**src/rtl/pin_input_filter.sv**
```systemverilog
// Input conditioning for the 6502 pins: two-flop synchronizers, control
// glitch filters, clk0 edge strobes, period measurement and clock-loss flag.

module pin_glitch_filter #(
  parameter int unsigned FILT_LEN = 3,
  parameter logic        RST_VAL  = 1'b0
) (
  input  logic eclk,
  input  logic ereset_n,
  input  logic pin_i,
  output logic filt_d_o,
  output logic filt_q_o
);

  localparam logic [3:0] LAST = 4'(FILT_LEN - 1);

  logic       s1_q;
  logic       s2_q;
  logic       f_q;
  logic       f_d;
  logic [3:0] cnt_q;
  logic [3:0] cnt_d;

  // The counter only runs while s2 disagrees with the output.
  always_comb begin
    f_d   = f_q;
    cnt_d = '0;
    if (s2_q != f_q) begin
      if (cnt_q == LAST) begin
        f_d = s2_q;
      end else begin
        cnt_d = cnt_q + 4'd1;
      end
    end
  end

  always_ff @(posedge eclk or negedge ereset_n) begin
    if (!ereset_n) begin
      s1_q  <= RST_VAL;
      s2_q  <= RST_VAL;
      f_q   <= RST_VAL;
      cnt_q <= '0;
    end else begin
      s1_q  <= pin_i;
      s2_q  <= s1_q;
      f_q   <= f_d;
      cnt_q <= cnt_d;
    end
  end

  assign filt_d_o = f_d;
  assign filt_q_o = f_q;

endmodule

module pin_input_filter #(
  parameter int unsigned FILT_LEN  = 3,
  parameter int unsigned TIMEOUT_W = 16
) (
  input  logic                 eclk,
  input  logic                 ereset_n,
  input  logic [7:0]           db_pin,
  input  logic                 res_pin,
  input  logic                 so_pin,
  input  logic                 clk0_pin,
  input  logic                 rdy_pin,
  input  logic                 nmi_pin,
  input  logic                 irq_pin,
  output logic [7:0]           db_s,
  output logic                 res_f,
  output logic                 so_f,
  output logic                 clk0_f,
  output logic                 rdy_f,
  output logic                 nmi_f,
  output logic                 irq_f,
  output logic                 clk0_rise,
  output logic                 clk0_fall,
  output logic [TIMEOUT_W-1:0] clk0_period,
  output logic                 period_valid,
  output logic                 clk0_lost
);

  // Bit order {irq, nmi, rdy, clk0, so, res}; res and clk0 idle low.
  localparam logic [5:0] CTRL_RST = 6'b111010;
  localparam int unsigned CLK0 = 2;

  localparam logic [TIMEOUT_W-1:0] CNT_MAX = '1;
  localparam logic [TIMEOUT_W-1:0] CNT_ONE =
    {{(TIMEOUT_W-1){1'b0}}, 1'b1};

  logic [7:0] db_s1_q;
  logic [7:0] db_s2_q;

  logic [5:0] ctrl_pin;
  logic [5:0] ctrl_nxt;
  logic [5:0] ctrl_f;

  logic rise_d;
  logic rise_q;
  logic fall_d;
  logic fall_q;

  logic [TIMEOUT_W-1:0] cnt_d;
  logic [TIMEOUT_W-1:0] cnt_q;
  logic [TIMEOUT_W-1:0] period_d;
  logic [TIMEOUT_W-1:0] period_q;
  logic                 valid_d;
  logic                 valid_q;
  logic                 seen_d;
  logic                 seen_q;
  logic                 lost_d;
  logic                 lost_q;

  always_ff @(posedge eclk or negedge ereset_n) begin
    if (!ereset_n) begin
      db_s1_q <= '0;
      db_s2_q <= '0;
    end else begin
      db_s1_q <= db_pin;
      db_s2_q <= db_s1_q;
    end
  end

  assign ctrl_pin = {irq_pin, nmi_pin, rdy_pin,
                     clk0_pin, so_pin, res_pin};

  for (genvar i = 0; i < 6; i++) begin : g_filt
    pin_glitch_filter #(
      .FILT_LEN (FILT_LEN),
      .RST_VAL  (CTRL_RST[i])
    ) u_filt (
      .eclk     (eclk),
      .ereset_n (ereset_n),
      .pin_i    (ctrl_pin[i]),
      .filt_d_o (ctrl_nxt[i]),
      .filt_q_o (ctrl_f[i])
    );
  end

  // Strobes register on the same edge the filtered clk0 changes.
  always_comb begin
    rise_d = ctrl_nxt[CLK0] & ~ctrl_f[CLK0];
    fall_d = ~ctrl_nxt[CLK0] & ctrl_f[CLK0];
  end

  // A rise beats saturation in the same cycle.
  always_comb begin
    period_d = period_q;
    valid_d  = valid_q;
    seen_d   = seen_q;
    lost_d   = lost_q;
    cnt_d    = (cnt_q == CNT_MAX) ? cnt_q : cnt_q + CNT_ONE;
    if (rise_d) begin
      cnt_d  = CNT_ONE;
      seen_d = 1'b1;
      lost_d = 1'b0;
      if (seen_q) begin
        period_d = cnt_q;
        valid_d  = 1'b1;
      end
    end else if (cnt_q == CNT_MAX) begin
      lost_d  = 1'b1;
      valid_d = 1'b0;
      seen_d  = 1'b0;
    end
  end

  always_ff @(posedge eclk or negedge ereset_n) begin
    if (!ereset_n) begin
      rise_q   <= 1'b0;
      fall_q   <= 1'b0;
      cnt_q    <= '0;
      period_q <= '0;
      valid_q  <= 1'b0;
      seen_q   <= 1'b0;
      lost_q   <= 1'b0;
    end else begin
      rise_q   <= rise_d;
      fall_q   <= fall_d;
      cnt_q    <= cnt_d;
      period_q <= period_d;
      valid_q  <= valid_d;
      seen_q   <= seen_d;
      lost_q   <= lost_d;
    end
  end

  assign db_s         = db_s2_q;
  assign res_f        = ctrl_f[0];
  assign so_f         = ctrl_f[1];
  assign clk0_f       = ctrl_f[2];
  assign rdy_f        = ctrl_f[3];
  assign nmi_f        = ctrl_f[4];
  assign irq_f        = ctrl_f[5];
  assign clk0_rise    = rise_q;
  assign clk0_fall    = fall_q;
  assign clk0_period  = period_q;
  assign period_valid = valid_q;
  assign clk0_lost    = lost_q;

endmodule
```
**config.mk**
```make
export PLATFORM = sky130hd
export DESIGN_NAME = pin_input_filter
export DESIGN_NICKNAME = d
export VERILOG_FILES = /design/src/rtl/pin_input_filter.sv
export SDC_FILE = /design/constraint.sdc
export NUM_CORES = 1
export LEC_CHECK = 0
export CAP_MARGIN = 10
export CORE_ASPECT_RATIO = 0.9
export CORE_UTILIZATION = 65
export DETAILED_ROUTE_END_ITERATION = 8
export DONT_BUFFER_PORTS = 1
export PLACE_DENSITY = 0.78
export SETUP_SLACK_MARGIN = 0.02
export SLEW_MARGIN = 5
export SYNTH_ARGS = -nofsm -noshare
export SYNTH_HDL_FRONTEND = slang
export SYNTH_SLANG_ARGS = --single-unit
```
**constraint.sdc**
```tcl
create_clock -name eclk -period 2.7 [get_ports eclk]
set_input_delay 0.675 -clock eclk [delete_from_list [all_inputs] [get_ports eclk]]
set_output_delay 0.675 -clock eclk [all_outputs]
set_load 0.02 [all_outputs]
```
### Yosys cells after proc, flatten, opt, wreduce, memory -nomap -nowiden

Index checks and enable logic that the tools add are counted.

| storage, ports and cells | value |
|---|---|
| flip-flop bits (word level) | 95 |
| input port bits | 16 |
| output and inout port bits | 34 |
| word-level logic and storage cells | 89 |

| cells by class | value |
|---|---|
| $add $sub $neg | 7 |
| eq/ne operators | 15 |
| multiplexer cells | 22 |
| bitwise logic cells | 4 |
| reduce and logical (&&, ||, !) cells | 8 |

Operators by type and width:

| operator | number |
|---|---|
| 4-bit 2-to-1 mux | 12 |
| 16-bit 2-to-1 mux | 2 |
| 4-bit by 1-bit adder with 4-bit output, second input constant | 6 |
| 4-bit by 2-bit == test with 1-bit output, second input constant | 6 |
| 16-bit by 1-bit adder with 16-bit output, second input constant | 1 |
| 16-bit == test, second input constant | 1 |
| 2-bit AND reduction | 7 |
| 1-bit 2-to-1 mux | 8 |
| 1-bit != test | 6 |
| 1-bit bitwise AND | 2 |
| 2-bit by 1-bit != test with 1-bit output, second input constant | 1 |
| 2-bit != test, second input constant | 1 |
| 1-bit inverter | 2 |
| 2-bit nonzero test | 1 |

### Depth between registers and ports, before layout

| depth | value |
|---|---|
| word-level depth | 6 |
| mapped depth | 8 |
| gate-level depth less buffers | 7 |

### Modules after synthesis

From an unflattened synthesis, not the netlist that was laid out.

| unflattened totals | value |
|---|---|
| cells, all modules | 292 |
| area total of the unflattened synthesis | 3671.0 sq um |

Modules (own cells, without submodules):

| module | instances | cells an instance | area an instance (sq um) | seq. area each (sq um) |
|---|---|---|---|---|
| pin_input_filter | 1 | 160 | 2004.4 | 1326.3 |
| pin_glitch_filter at g_filt[1].u_filt ... | 4 | 22 | 279.0 | 178.9 |
| pin_glitch_filter at g_filt[0].u_filt ... | 2 | 22 | 275.3 | 175.2 |

### Least setup slack after synthesis

No wires, ideal clock.

| timing | value |
|---|---|
| kind | reg-to-reg |
| start point | register cnt_q[0] |
| end point | register cnt_q[13] |
| setup time | 0.073 ns |
| data arrival time | 1.739 ns |
| data required time | 2.627 ns |
| slack | 0.888 ns |
| cell stages (with the launch flop) | 7 |
| buffers on the path | 1 |
| clock period less this slack | 1.812 ns |
| cells stage by stage | dfrtp_1 -> ha_1 -> nand4_1 -> or4_4 -> buf_6 -> a31o_1 -> a21oi_2 |

| between the ends | value |
|---|---|
| longest elaborated chain between the ends | 3 |
| elaborated cells on any way between the ends | 5 |
| classes of those cells | 1 x add/sub; 2 x eq/ne; 2 x mux |

Ends and longest elaborated chain:

| item | RTL line | RTL |
|---|---|---|
| start: declaration | 104 | `logic [TIMEOUT_W-1:0] cnt_q;` |
| start signal: assignment | 180 | `cnt_q <= cnt_d;` |
| 16-bit by 1-bit adder with 16-bit output | 152 | `cnt_d = (cnt_q == CNT_MAX) ? cnt_q : cnt_q + CNT_ONE;` |
| 16-bit 2-to-1 mux | 152 |  |
| 16-bit 2-to-1 mux | 153 | `if (rise_d) begin` |

Several ways; a longest one is shown, not always the timed one. The select of a mux whose other input is x is not followed.
A chain may end at the register's enable or synchronous reset.

### Worst setup path after layout

| timing | value |
|---|---|
| start point | register g_filt[2].u_filt.cnt_q[0] |
| end point | register period_q[15] (netlist: clk0_period[15]) |

| between the ends | value |
|---|---|
| longest elaborated chain between the ends | 5 |

Ends and longest elaborated chain:

| item | RTL line | RTL |
|---|---|---|
| start: declaration | 21 | `logic [3:0] cnt_q;` |
| start signal: assignment | 47 | `cnt_q <= cnt_d;` |
| 4-bit by 2-bit == test with 1-bit output | 29 | `if (cnt_q == LAST) begin` |
| 1-bit 2-to-1 mux | 29 |  |
| 1-bit 2-to-1 mux | 28 | `if (s2_q != f_q) begin` |
| 1-bit bitwise AND | 142 | `rise_d = ctrl_nxt[CLK0] & ~ctrl_f[CLK0];` |
| 2-bit AND reduction (no line) | -- |  |
| end signal: assignment | 181 | `period_q <= period_d;` |
| end: declaration | 106 | `logic [TIMEOUT_W-1:0] period_q;` |

No other way between the ends.

==> flow_summary.json <==
{
  "row_count": 25,
  "yosys_warnings": 0,
  "powerDensity_nw_per_um2": 878,
  "finClkSkew_ns": 0.00818,
  "grt_use_total_pct": 23.1,
  "pre_cts_ws_ns": 0.496,
  "vdd_drop_max_v": 0.000640,
  "die_y_um": 73.6,
  "gp_congestion": 0.729,
  "drive_above_1_share_pct": 19.2,
  "busiest_layer": "met2",
  "grt_pass1_vias": 2178,
  "overflow": 0,
  "hold_violations": 0,
  "slew-limit-headroom_pct": 57.7,
  "status": "finished, final reports clean",
  "syn_area_per_cell_um2": 12.8,
  "cp.arrival_ns": 2.41,
  "rsz0062_at_grt": "no",
  "yosysTopAreaCell": "dfrtp_1",
  "ys_seq_area_share_pct": 64.6,
  "synth.distinct_cells": 43,
  "worst_pin_slew_ns": 0.629,
  "cts_resized": 0,
  "numCtsBuffers": 9,
  "wire_per_inst_um": 16.4,
  "grt_pass1_wl_um": 10100,
  "cap_violations": 0,
  "dieArea_um2": 6000,
  "use_met1_pct": 27.8,
  "drtIter0Drc": 85,
  "whs_ns": 0.0259,
  "crit_required_ns": 2.93,
  "hp-class": "in2async",
  "drv_slew": 0,
  "fillers": 350,
  "root_buffer": "clkbuf_8",
  "finalCritPeriodShare_pct": 80.8,
  "dp_hpwl_um": 3750,
  "globalRouteMet3Util_pct": 8.20,
  "power_leakage_nw": 1.87,
  "drtAntennaViolNets": 0,
  "fmax_mhz": 458,
  "grt_max_degree": 48,
  "finish.instance_area_um2": 4010,
  "antenna_found_initial": 0,
  "dr.pass1.iters": 4,
  "insertion_delay_ns": 0.34,
  "drcViolationCount": 0,
  "area_growth_pct": 8.25,
  "vias_per_cell": 5.73,
  "htreeDepth": 3,
  "tns_ns": 0,
  "synth_edf_count": 0,
  "syn_nets": 319,
  "yosysTopAreaCellShare_pct": 56.1,
  "postSynthCellCount": 290,
  "worstSetupPathType": "reg2reg",
  "setup_slack_ns": 0.519,
  "post-route-util_pct": 74.5,
  "cts_tree": "built",
  "finalSetupViolCount": 0,
  "gr-usage-met2_pct": 38.6,
  "port_buffers": 0,
  "cp-start-kind": "flip-flop",
  "clk_pin_slew_worst_paths_ns": 0.08,
  "via_count": 2150,
  "io-pin-count": 50,
  "synth_area_um2": 3700,
  "startpoint": "g_filt[2].u_filt.cnt_q[0]",
  "insertedDiodeCount": 0,
  "layout_min_cycle_time_ns": 2.18,
  "clock_sink_count": 95,
  "cts_max_path_buffers": 2,
  "ys_ff_latch": 95,
  "synth-async-reset-ratio_pct": 100,
  "start_util_pct": 68.8,
  "rr_startpoint": "g_filt[2].u_filt.cnt_q[0]",
  "synthFlopType": "dfrtp_1",
  "wl_um": 6130,
  "place_area_um2": 3760,
  "nNetsFinal": 332,
  "synthTopCellsByArea": "dfrtp_1 (56%), dfstp_2 (8.5%), mux2_2 (6.7%)",
  "coreArea_um2": 5380,
  "cp_max_fo": 17,
  "cts_setup_buffers": 0,
  "critPathCaptureType": "flip-flop",
  "die_w_um": 81.6
}
-- worst max-delay path, stage by stage, from the launching register on --
cell     delay (ns)
dfrtp_1        0.41
inv_1          0.07
ha_1           0.14
nor3b_2        0.36
nand2_4        0.11
inv_2          0.27
nand2_2        0.33
mux2_2         0.37
-- kinds of logic after synthesis --
logic type,count (synthesis),share of synthesized area [%]
AOI/OAI and AO/OA,29,4.83
xor gates and xnor gates,19,4.49
adders and majority gates,13,4.39
buffers and inverters,15,1.89
DFF,95,64.6
muxes,23,6.96
and+or+nand+nor,96,12.8
-- cells in the final DEF, fill, tap and decap left out, types with 8 or more instances in the layout --
cell type  count
xnor2_1        8
ha_1          13
dfstp_2       12
clkbuf_8      11
xor2_1        11
inv_1          9
mux2_2        22
dfrtp_1       83
nor2_1        37
a21oi_1        9
nand2_1       21
nand3_1       11
-- final cells by class --
class	count	area, um^2	share of cell area [%]
Clock buffer	13	159	3.97
Multi-Input combinational cell	180	1240	30.9
Tap cell	67	83.8	2.09
Timing Repair Buffer	7	77.6	1.94
Clock inverter	3	17.5	0.437
Inverter	10	37.5	0.937
Sequential cell	95	2390	59.7
-- Yosys cell counts (2+ instances only) --
library cell  count
nor2_1           37
a311oi_1          2
nor2b_1           3
xnor2_1           8
nand2_1          21
buf_2             2
or3_1             3
inv_1             9
dfstp_2          12
nor4_1            4
o21ai_0           7
nand4_1           4
nand3_1          11
ha_1             13
mux2_2           22
a31oi_1           3
nor3_1            2
dfrtp_1          83
a21oi_1           9
or4_1             2
xor2_1           11
-- stage by stage --
step                      total power [mW]  cells
after CTS                             3.56    372
final                                 3.52    375
after floorplan                       2.54    290
after detailed placement              2.70    353
after global placement                2.66    353
after global routing                  3.73    375
-- state kept, by name, summed over array words and instances, names as in the netlist --
signal / cells
clk0_period: 16
clk0_fall: 1
clk0_lost: 1
seen_q: 1
g_filt.u_filt.s1_q: 6
g_filt.u_filt.cnt_q: 24
period_valid: 1
cnt_q: 16
g_filt.u_filt.s2_q: 6
g_filt.u_filt.filt_q_o: 6
db_s: 8
clk0_rise: 1
db_s1_q: 8
-- repair_timing --
| item | 4_1_cts | 5_1_grt |
|---|---|---|
| hold buffers | 3 | 3 |
| endpoints found under the hold margin | 27 | 9 |
| setup endpoints to repair | 0 | 0 |
-- routing by layer --
layer	vias up	part of all wire (%)
li1	1013	-
met1	1085	42
met2	45	52
met3	7	5.0
met4	0	1.0
met5	-	0
-- worst paths after layout --
check                      slack, ns  cells past startpoint               endpoint
hold / removal                  0.03                      0               cnt_q[6]
max in group asynchronous       1.52                      1  g_filt[2].u_filt.s2_q
setup reg to reg                0.52                      7        clk0_period[15]
setup / recovery                0.52                      7        clk0_period[15]
min in group eclk               0.32                      0  g_filt[4].u_filt.s1_q
hold reg to reg                 0.35                      0                db_s[1]
-- power by group --
group          switching [mW]  internal, mW
Clock                   0.435         0.383
Sequential              0.370          1.71
Combinational           0.331         0.288
Total                    1.14          2.38
No activity file was read; power rests on OpenSTA's default activity.
